$ cat src/rtl/axis_modport.sv
// AXI-Stream register slice: two-entry skid buffer that registers both the forward path and tready.
// Optional beat/packet counters are built when AXIS_MODPORT_STATS_EN is defined.
module axis_modport #(
    parameter int DATA_WIDTH = 8,
    parameter int USER_WIDTH = 1
) (
    input  logic                  aclk,
    input  logic                  aresetn,
    input  logic [DATA_WIDTH-1:0] s_axis_tdata,
    input  logic                  s_axis_tvalid,
    output logic                  s_axis_tready,
    input  logic                  s_axis_tlast,
    input  logic [USER_WIDTH-1:0] s_axis_tuser,
    output logic [DATA_WIDTH-1:0] m_axis_tdata,
    output logic                  m_axis_tvalid,
    input  logic                  m_axis_tready,
    output logic                  m_axis_tlast,
    output logic [USER_WIDTH-1:0] m_axis_tuser
`ifdef AXIS_MODPORT_STATS_EN
    ,
    output logic [31:0]           beat_count,
    output logic [31:0]           pkt_count
`endif
);

    localparam int PW = DATA_WIDTH + 1 + USER_WIDTH;

    typedef enum logic [1:0] {
        ST_EMPTY = 2'd0,
        ST_BUSY  = 2'd1,
        ST_FULL  = 2'd2
    } state_e;

    state_e          state_q, state_d;
    logic [PW-1:0]   out_q, out_d;
    logic [PW-1:0]   skid_q, skid_d;
    logic            ready_q, ready_d;
    logic            valid_q, valid_d;
    logic [PW-1:0]   in_payload_s;
    logic            up_s;
    logic            dn_s;

    assign in_payload_s = {s_axis_tdata, s_axis_tlast, s_axis_tuser};
    assign up_s         = s_axis_tvalid & ready_q;
    assign dn_s         = valid_q & m_axis_tready;

    // State and storage registers; tready/tvalid are registered copies of the next state.
    always_ff @(posedge aclk or negedge aresetn) begin
        if (!aresetn) begin
            state_q <= ST_EMPTY;
            out_q   <= '0;
            skid_q  <= '0;
            ready_q <= 1'b0;
            valid_q <= 1'b0;
        end else begin
            state_q <= state_d;
            out_q   <= out_d;
            skid_q  <= skid_d;
            ready_q <= ready_d;
            valid_q <= valid_d;
        end
    end

    // Next-state logic.
    always_comb begin
        state_d = state_q;
        case (state_q)
            ST_EMPTY: begin
                if (up_s) state_d = ST_BUSY;
                else      state_d = ST_EMPTY;
            end
            ST_BUSY: begin
                if (up_s && !dn_s)      state_d = ST_FULL;
                else if (!up_s && dn_s) state_d = ST_EMPTY;
                else                    state_d = ST_BUSY;
            end
            ST_FULL: begin
                if (dn_s) state_d = ST_BUSY;
                else      state_d = ST_FULL;
            end
            default: state_d = ST_EMPTY;
        endcase
    end

    // Datapath steering and registered handshake values derived from the next state.
    always_comb begin
        out_d  = out_q;
        skid_d = skid_q;
        case (state_q)
            ST_EMPTY: begin
                if (up_s) out_d = in_payload_s;
                else      out_d = out_q;
            end
            ST_BUSY: begin
                if (up_s && dn_s) out_d  = in_payload_s;
                else if (up_s)    skid_d = in_payload_s;
                else              out_d  = out_q;
            end
            ST_FULL: begin
                if (dn_s) out_d = skid_q;
                else      out_d = out_q;
            end
            default: begin
                out_d  = '0;
                skid_d = '0;
            end
        endcase
        ready_d = (state_d != ST_FULL);
        valid_d = (state_d != ST_EMPTY);
    end

    assign s_axis_tready = ready_q;
    assign m_axis_tvalid = valid_q;
    assign m_axis_tdata  = out_q[PW-1 -: DATA_WIDTH];
    assign m_axis_tlast  = out_q[USER_WIDTH];
    assign m_axis_tuser  = out_q[USER_WIDTH-1:0];

`ifdef AXIS_MODPORT_STATS_EN
    logic [31:0] beat_cnt_q, beat_cnt_d;
    logic [31:0] pkt_cnt_q, pkt_cnt_d;

    // Counters advance on downstream transfers and wrap naturally at 32 bits.
    always_comb begin
        if (dn_s) beat_cnt_d = beat_cnt_q + 32'd1;
        else      beat_cnt_d = beat_cnt_q;
        if (dn_s && out_q[USER_WIDTH]) pkt_cnt_d = pkt_cnt_q + 32'd1;
        else                           pkt_cnt_d = pkt_cnt_q;
    end

    // Counter registers.
    always_ff @(posedge aclk or negedge aresetn) begin
        if (!aresetn) begin
            beat_cnt_q <= 32'd0;
            pkt_cnt_q  <= 32'd0;
        end else begin
            beat_cnt_q <= beat_cnt_d;
            pkt_cnt_q  <= pkt_cnt_d;
        end
    end

    assign beat_count = beat_cnt_q;
    assign pkt_count  = pkt_cnt_q;
`endif

endmodule

$ cat config.mk
export PLATFORM = sky130hd
export DESIGN_NAME = axis_modport
export DESIGN_NICKNAME = d
export VERILOG_FILES = /design/src/rtl/axis_modport.sv
export SDC_FILE = /design/constraint.sdc
export NUM_CORES = 1
export LEC_CHECK = 0
export ABC_CLOCK_PERIOD_IN_PS = 1710
export CORE_MARGIN = 1.5
export CORE_UTILIZATION = 34
export CTS_BUF_LIST = sky130_fd_sc_hd__clkbuf_16
export DETAILED_ROUTE_END_ITERATION = 6
export PLACE_DENSITY_LB_ADDON = 0.3
export SYNTH_ARGS = -nofsm -noshare
export SYNTH_HDL_FRONTEND = slang
export SYNTH_SLANG_ARGS = --single-unit
$ cat constraint.sdc
create_clock -name aclk -period 1.71 [get_ports aclk]
set_clock_uncertainty 0.1 [all_clocks]
set_input_delay 0.342 -clock aclk [delete_from_list [all_inputs] [get_ports aclk]]
set_output_delay 0.342 -clock aclk [all_outputs]
set_load 0.005 [all_outputs]
After elaboration in Yosys (flattened, before gate mapping)
Index checks and enable logic that the tools add are counted.
{"block": "word_totals", "out_inout_bits": 12, "mem_bits_rw": 0, "latchBits": 0, "ff_bits": 24, "rom_bits": 0, "in_bits": 14, "n_memories": 0}
{"block": "classes", "addsub": 0, "bitwise": 3, "n_lt_le_gt_ge": 0, "n_mux": 11, "shifts": 0, "div_mod_pow": 0, "mul": 0, "reduce_logical": 10, "n_eq_ne": 8}
{"operator": "two-way mux 10 bit", "n": 4}
{"operator": "one-hot mux 10 bit (3 select lines)", "n": 1}
{"operator": "one-hot mux 10 bit (2 select lines)", "n": 1}
{"operator": "!= test 2 bit, second input constant", "n": 6}
{"operator": "one-hot mux 2 bit (3 select lines)", "n": 1}
{"operator": "AND reduction 3 bit", "n": 2}
{"operator": "two-way mux 2 bit", "n": 2}
{"operator": "logical AND 1 bit", "n": 3}
{"operator": "AND 1 bit", "n": 2}
{"operator": "equality test 2 x 1 -> 1 bit, second input constant", "n": 1}
{"operator": "equality test 2 bit, second input constant", "n": 1}
{"operator": "logical NOT 1 bit", "n": 2}
{"operator": "logical NOT 2 bit", "n": 1}
{"operator": "two-way mux 1 bit", "n": 2}
{"operator": "nonzero test 2 bit", "n": 1}
{"operator": "OR reduction 2 bit", "n": 1}
{"operator": "NOT 1 bit", "n": 1}

Longest topological paths before layout
Gate-level depths: netlist of the first run.
{"block": "depth", "ltp_word": 7, "mapped_depth": 5, "ltp_nobuf": 4}

Worst setup path after synthesis of the first run
OpenSTA, ideal clock, no wires.
{"block": "synth_path", "path_type": "flip-flop to flip-flop", "start": "register ready_q, in the netlist s_axis_tready", "end": "register skid_q[0]", "setup_slack_ns": 0.294, "n_path_buf": 0, "period_less_slack_ns": 1.416, "path_stages_with_launch": 5, "arrival_time_ns": 1.192, "required_time_ns": 1.485, "path_cell_list": "dfrtp_1 > nand2_1 > a21oi_1 > o21ai_4 > mux2_2"}
{"block": "synth_via", "elab_chain_len": 4, "word_cells_on_any_way": 5, "classes_between": "eq/ne (2); bitwise (1); reduce/logical (2)"}
{"element": "start: declaration", "line_no": "37", "rtl": "logic ready_q, ready_d;"}
{"element": "start signal: assignment", "line_no": "59", "rtl": "ready_q <= ready_d;"}
{"element": "AND 1 bit *", "line_no": "44", "rtl": "assign up_s = s_axis_tvalid & ready_q;"}
{"element": "logical AND 1 bit", "line_no": "95", "rtl": "if (up_s && dn_s) out_d = in_payload_s;"}
{"element": "!= test 2 bit (no line)"}
{"element": "AND reduction 3 bit (no line) *"}
{"element": "end signal: assignment", "line_no": "58", "rtl": "skid_q <= skid_d;"}
{"element": "end: declaration", "line_no": "36", "rtl": "logic [PW-1:0] skid_q, skid_d;"}
Every way passes the cells marked *; elsewhere a longest branch is shown, timed or not.
A chain may end at the register's enable or synchronous reset.

Worst setup path in the final report of the first run
{"block": "layout_path", "start": "input port s_axis_tvalid", "end": "register skid_q[0]"}
{"block": "layout_via", "elab_chain_len": 4, "word_cells_on_any_way": 5, "classes_between": "eq/ne (2); bitwise (1); reduce/logical (2)"}
{"element": "start: declaration", "line_no": "10", "rtl": "input logic s_axis_tvalid,"}
{"element": "AND 1 bit *", "line_no": "44"}
{"element": "logical AND 1 bit", "line_no": "95"}
{"element": "!= test 2 bit (no line)"}
{"element": "AND reduction 3 bit (no line) *"}
Marks and branches as above.

==> metrics.log, run 1 <==
INFO  metric post-route-period-util = 97.50%
INFO  metric postRouteAntennaNets = 0
INFO  metric switchingPower = approximately 0.82 mW
INFO  metric path_max_fanout = 10
INFO  metric min_period = 1.667 ns
INFO  metric synth-xor-area-share = 0%
INFO  metric dieArea = 3620 µm²
INFO  metric finalHoldViolations = 0
INFO  metric remaining_drc_errors = 0
INFO  metric nets = 143
INFO  metric drv.max_cap_violation_count = 0
INFO  metric synth.yosys.warnings = 0
INFO  metric layout.cells.non_filler = 172
INFO  metric crit_path_start_kind = primary input
INFO  metric globalRoute.busiestLayer = met2
INFO  metric power.ir.vdd_worst = 852.1 µV
INFO  metric insertedDiodeCount = 0
INFO  metric power_leakage = 0.7003 nW
INFO  metric grt.total_usage = 13.69%
INFO  metric max_freq = 0.5998 GHz
INFO  metric post_synth_instance_area = 1111 µm²
INFO  metric first_iter_violations = 10
INFO  metric power.combinational.fraction = 43.2%
INFO  metric holdBufCountCts = 0
INFO  metric clk_pin_slew = 0.07 ns
INFO  metric global_route.usage.met3 = about 3.2%
INFO  metric rsz_0062_raised_after_global_routing = yes
INFO  metric cts_inserted_buffers = 3
INFO  metric run_status = finished clean
INFO  metric cts.path.max_buffers = 2
INFO  metric areaGrowthSynthToFinish = 39.64%
INFO  metric final_layout_size_suffix_gt1_share = roughly a fifth
INFO  metric finalPower = approximately 2.7 mW
INFO  metric gp_congestion = 0.7529
INFO  metric critical_path_required = roughly 1.8 ns
INFO  metric internal_power = around 1.9 mW
INFO  metric critPathLaunch = s_axis_tvalid
INFO  metric dpl.cell_count = 167
INFO  metric seq_power_share = 37.8%
INFO  metric postSynthNetCount = about 110
INFO  metric met2_usage = 20.34%
INFO  metric drv_slew = 0
INFO  metric die_x = 60.17 µm
INFO  metric htree_num_levels = 1
INFO  metric first_global_vias = 816
INFO  metric vias = 782
INFO  metric cts.sink_count = 24
INFO  metric tritoncts_clock_tree = done
INFO  metric critPathKind = in -> reg
INFO  metric drt-pass1-iter-count = 3
INFO  metric globalRouteOverflowTotal = 0
INFO  metric die_height = about 60 µm
INFO  metric first_pass_grt_wire_length = 3657 µm
INFO  metric coreArea = 3078 µm²
INFO  metric floorplan.initialDensity = 36.10%
INFO  metric reg_to_reg_start = state_q[1]
INFO  metric rows = 20
INFO  metric syn-instance-count = 94
INFO  metric synth_seq_cells = 24
INFO  metric routed_wire_length_per_instance = about 12 µm
INFO  metric grt_max_degree = 25
INFO  metric power.clock.fraction = 19.0%
INFO  metric tightestPinTransition = around 0.35 ns
INFO  metric avgViaCountPerCell = 4.547
INFO  metric worst_skew_pair.late_latency = 0.26 ns
INFO  metric synth_compound_gate_area_share = 10.92%
INFO  metric switching_share = 30.27%
INFO  metric antenna_found_initial = 0
INFO  metric dp_hpwl = 1499 µm
INFO  metric worstPathArrival = 1.71 ns
INFO  metric totalWireLength = 2142 µm
INFO  metric mapped_avg_cell_area = 11.82 µm²
INFO  metric synth_cell_type_count = 21
INFO  metric port_buffers = 25
INFO  metric setup-violations-final = 0
INFO  metric synthAdderAreaFrac = 0%
INFO  metric groute.layer.met1.usage = 18.63%
INFO  metric hold_slack = 0.3387 ns
INFO  metric synthSimpleGateAreaFrac = 9.347%
INFO  metric clockRootBuffer = sky130_fd_sc_hd__clkbuf_16
INFO  metric setup.worst_path.end_class = register
INFO  metric synth_top_family_by_area = multiplexers
INFO  metric power_per_cell_area = 1753 nW/µm²
INFO  metric mux_share_of_post_synthesis_cell_area = 20.16%
INFO  metric yosysSeqAreaShare = 54.05%
INFO  metric slew-limit-headroom = 76.39%
INFO  metric min-delay-path-class = in -> async
INFO  metric design.portCount = 26
-- critical path, cell delays in order --
cell and delay, ns:
sky130_fd_sc_hd__clkdlybuf4s50_1 0.46, sky130_fd_sc_hd__nand2_1 0.13, sky130_fd_sc_hd__a21oi_1 0.25, sky130_fd_sc_hd__o21ai_4 0.10, sky130_fd_sc_hd__buf_12 0.15, sky130_fd_sc_hd__mux2_2 0.27
-- routing by layer --
| metal | routed length, µm | share of wire [%] |
|---|---|---|
| met1 | 1065 | 50 |
| met2 | 951 | 44 |
| met3 | 91 | 4.2 |
| met4 | 34 | 1.6 |
| met5 | 0 | 0 |
-- Yosys cell counts --
cell                        count  share of area, %
sky130_fd_sc_hd__dfrtp_1       24                54
sky130_fd_sc_hd__a21oi_1       13               5.9
sky130_fd_sc_hd__mux2_2        11                11
sky130_fd_sc_hd__inv_1         10               3.4
sky130_fd_sc_hd__mux2i_1       10               9.0
sky130_fd_sc_hd__nor2b_1        7               3.9
sky130_fd_sc_hd__and2b_1        3               2.0
sky130_fd_sc_hd__nand2_1        3               1.0
sky130_fd_sc_hd__a2bb2oi_2      1               1.4
sky130_fd_sc_hd__a31oi_1        1              0.56
sky130_fd_sc_hd__and2_1         1              0.56
sky130_fd_sc_hd__and2b_4        1              0.90
sky130_fd_sc_hd__buf_2          1              0.45
sky130_fd_sc_hd__buf_4          1              0.68
sky130_fd_sc_hd__buf_6          1               1.0
sky130_fd_sc_hd__nor2_1         1              0.34
sky130_fd_sc_hd__o21a_1         1              0.68
sky130_fd_sc_hd__o21ai_0        1              0.45
sky130_fd_sc_hd__o21ai_4        1               1.5
sky130_fd_sc_hd__o22ai_1        1              0.56
sky130_fd_sc_hd__or2_2          1              0.56
-- power by group through the flow --
stage	sequential, mW	combinational (mW)	clock [mW]
floorplan	1.02	0.646	0
global placement	1.02	1.10	0
detailed placement	1.04	1.12	0
CTS	1.03	1.13	0.527
global route	1.07	1.29	0.551
finish	1.03	1.17	0.518
-- cells by family (layout without fill, tap and decap cells) --
logic type,after synthesis,in the layout
AOI/OAI and AO/OA,19,19
DFF,24,24
buffers and inverters,13,47
and+or+nand+nor,17,17
muxes,21,21
-- through the flow --
step           setup slack (ns)  setup TNS (ns)  util (%)  area (µm²)
2_1_floorplan            0.2937               0         -        1111
3_3_place_gp            -0.1821          -2.981     46.95        1445
3_5_place_dp            -0.2211          -3.571     46.95        1445
4_1_cts                 0.04102               0     49.51        1524
5_1_grt               -0.003910       -0.003910     50.41        1551
6_report                0.04279               0     50.41        1551
-- sequential cells by signal, summed over array words and instances, names as in the netlist --
register       cells
skid_q            10
m_axis_tvalid      1
out_q             10
s_axis_tready      1
state_q            2
-- layout by cell type (no fill, tap or decap), drive strengths merged --
cell type	count
clkdlybuf4s50	25
dfrtp	24
a21oi	13
mux2	11
inv	10
mux2i	10
buf	8
nor2b	7
and2b	4
nand2	3
clkbuf	3
o21ai	2
nor2	1
a31oi	1
o22ai	1
and2	1
o21a	1
or2	1
a2bb2oi	1
clkinv	1
-- layout make-up --
cell class                      count  area [µm²]
Inverter                           10       37.54
Multi-Input combinational cell     57       452.9
Sequential cell                    24       600.6
Fill cell                         279        1526
Clock buffer                        3       75.07
Timing Repair Buffer               33       326.6
Tap cell                           44       55.05
Clock inverter                      1       3.754
-- final timing paths --
check                                 end  depth (start not counted)  slack (ns)
worst min register to register  skid_q[5]                          1        0.41
worst max register to register   out_q[2]                          4        0.19
worst min-delay path            skid_q[8]                          2        0.34
min in group aclk               skid_q[5]                          1        0.41
worst max-delay path            skid_q[0]                          6        0.04
max in group asynchronous       skid_q[4]                          2        0.92
-- timing repair --
item,CTS,global route
buffers inserted,0,1
hold endpoints to repair,0,0
gates resized for setup,0,2
endpoints found under the setup margin,0,8
Power figures use the tool's default switching activity.
==> inputs of run 2 (changes only) <==
--- a/config.mk
+++ b/config.mk
@@ -6,6 +6,7 @@
 export NUM_CORES = 1
 export LEC_CHECK = 0
 export ABC_CLOCK_PERIOD_IN_PS = 1710
+export CAP_MARGIN = 20
 export CORE_MARGIN = 1.5
 export CORE_UTILIZATION = 34
 export CTS_BUF_LIST = sky130_fd_sc_hd__clkbuf_16
@@ -14,3 +15,4 @@
 export SYNTH_ARGS = -nofsm -noshare
 export SYNTH_HDL_FRONTEND = slang
 export SYNTH_SLANG_ARGS = --single-unit
+export TNS_END_PERCENT = 1
==> results of run 2 <==
No change in the layout: final DEF, timing and power equal those of run 1.
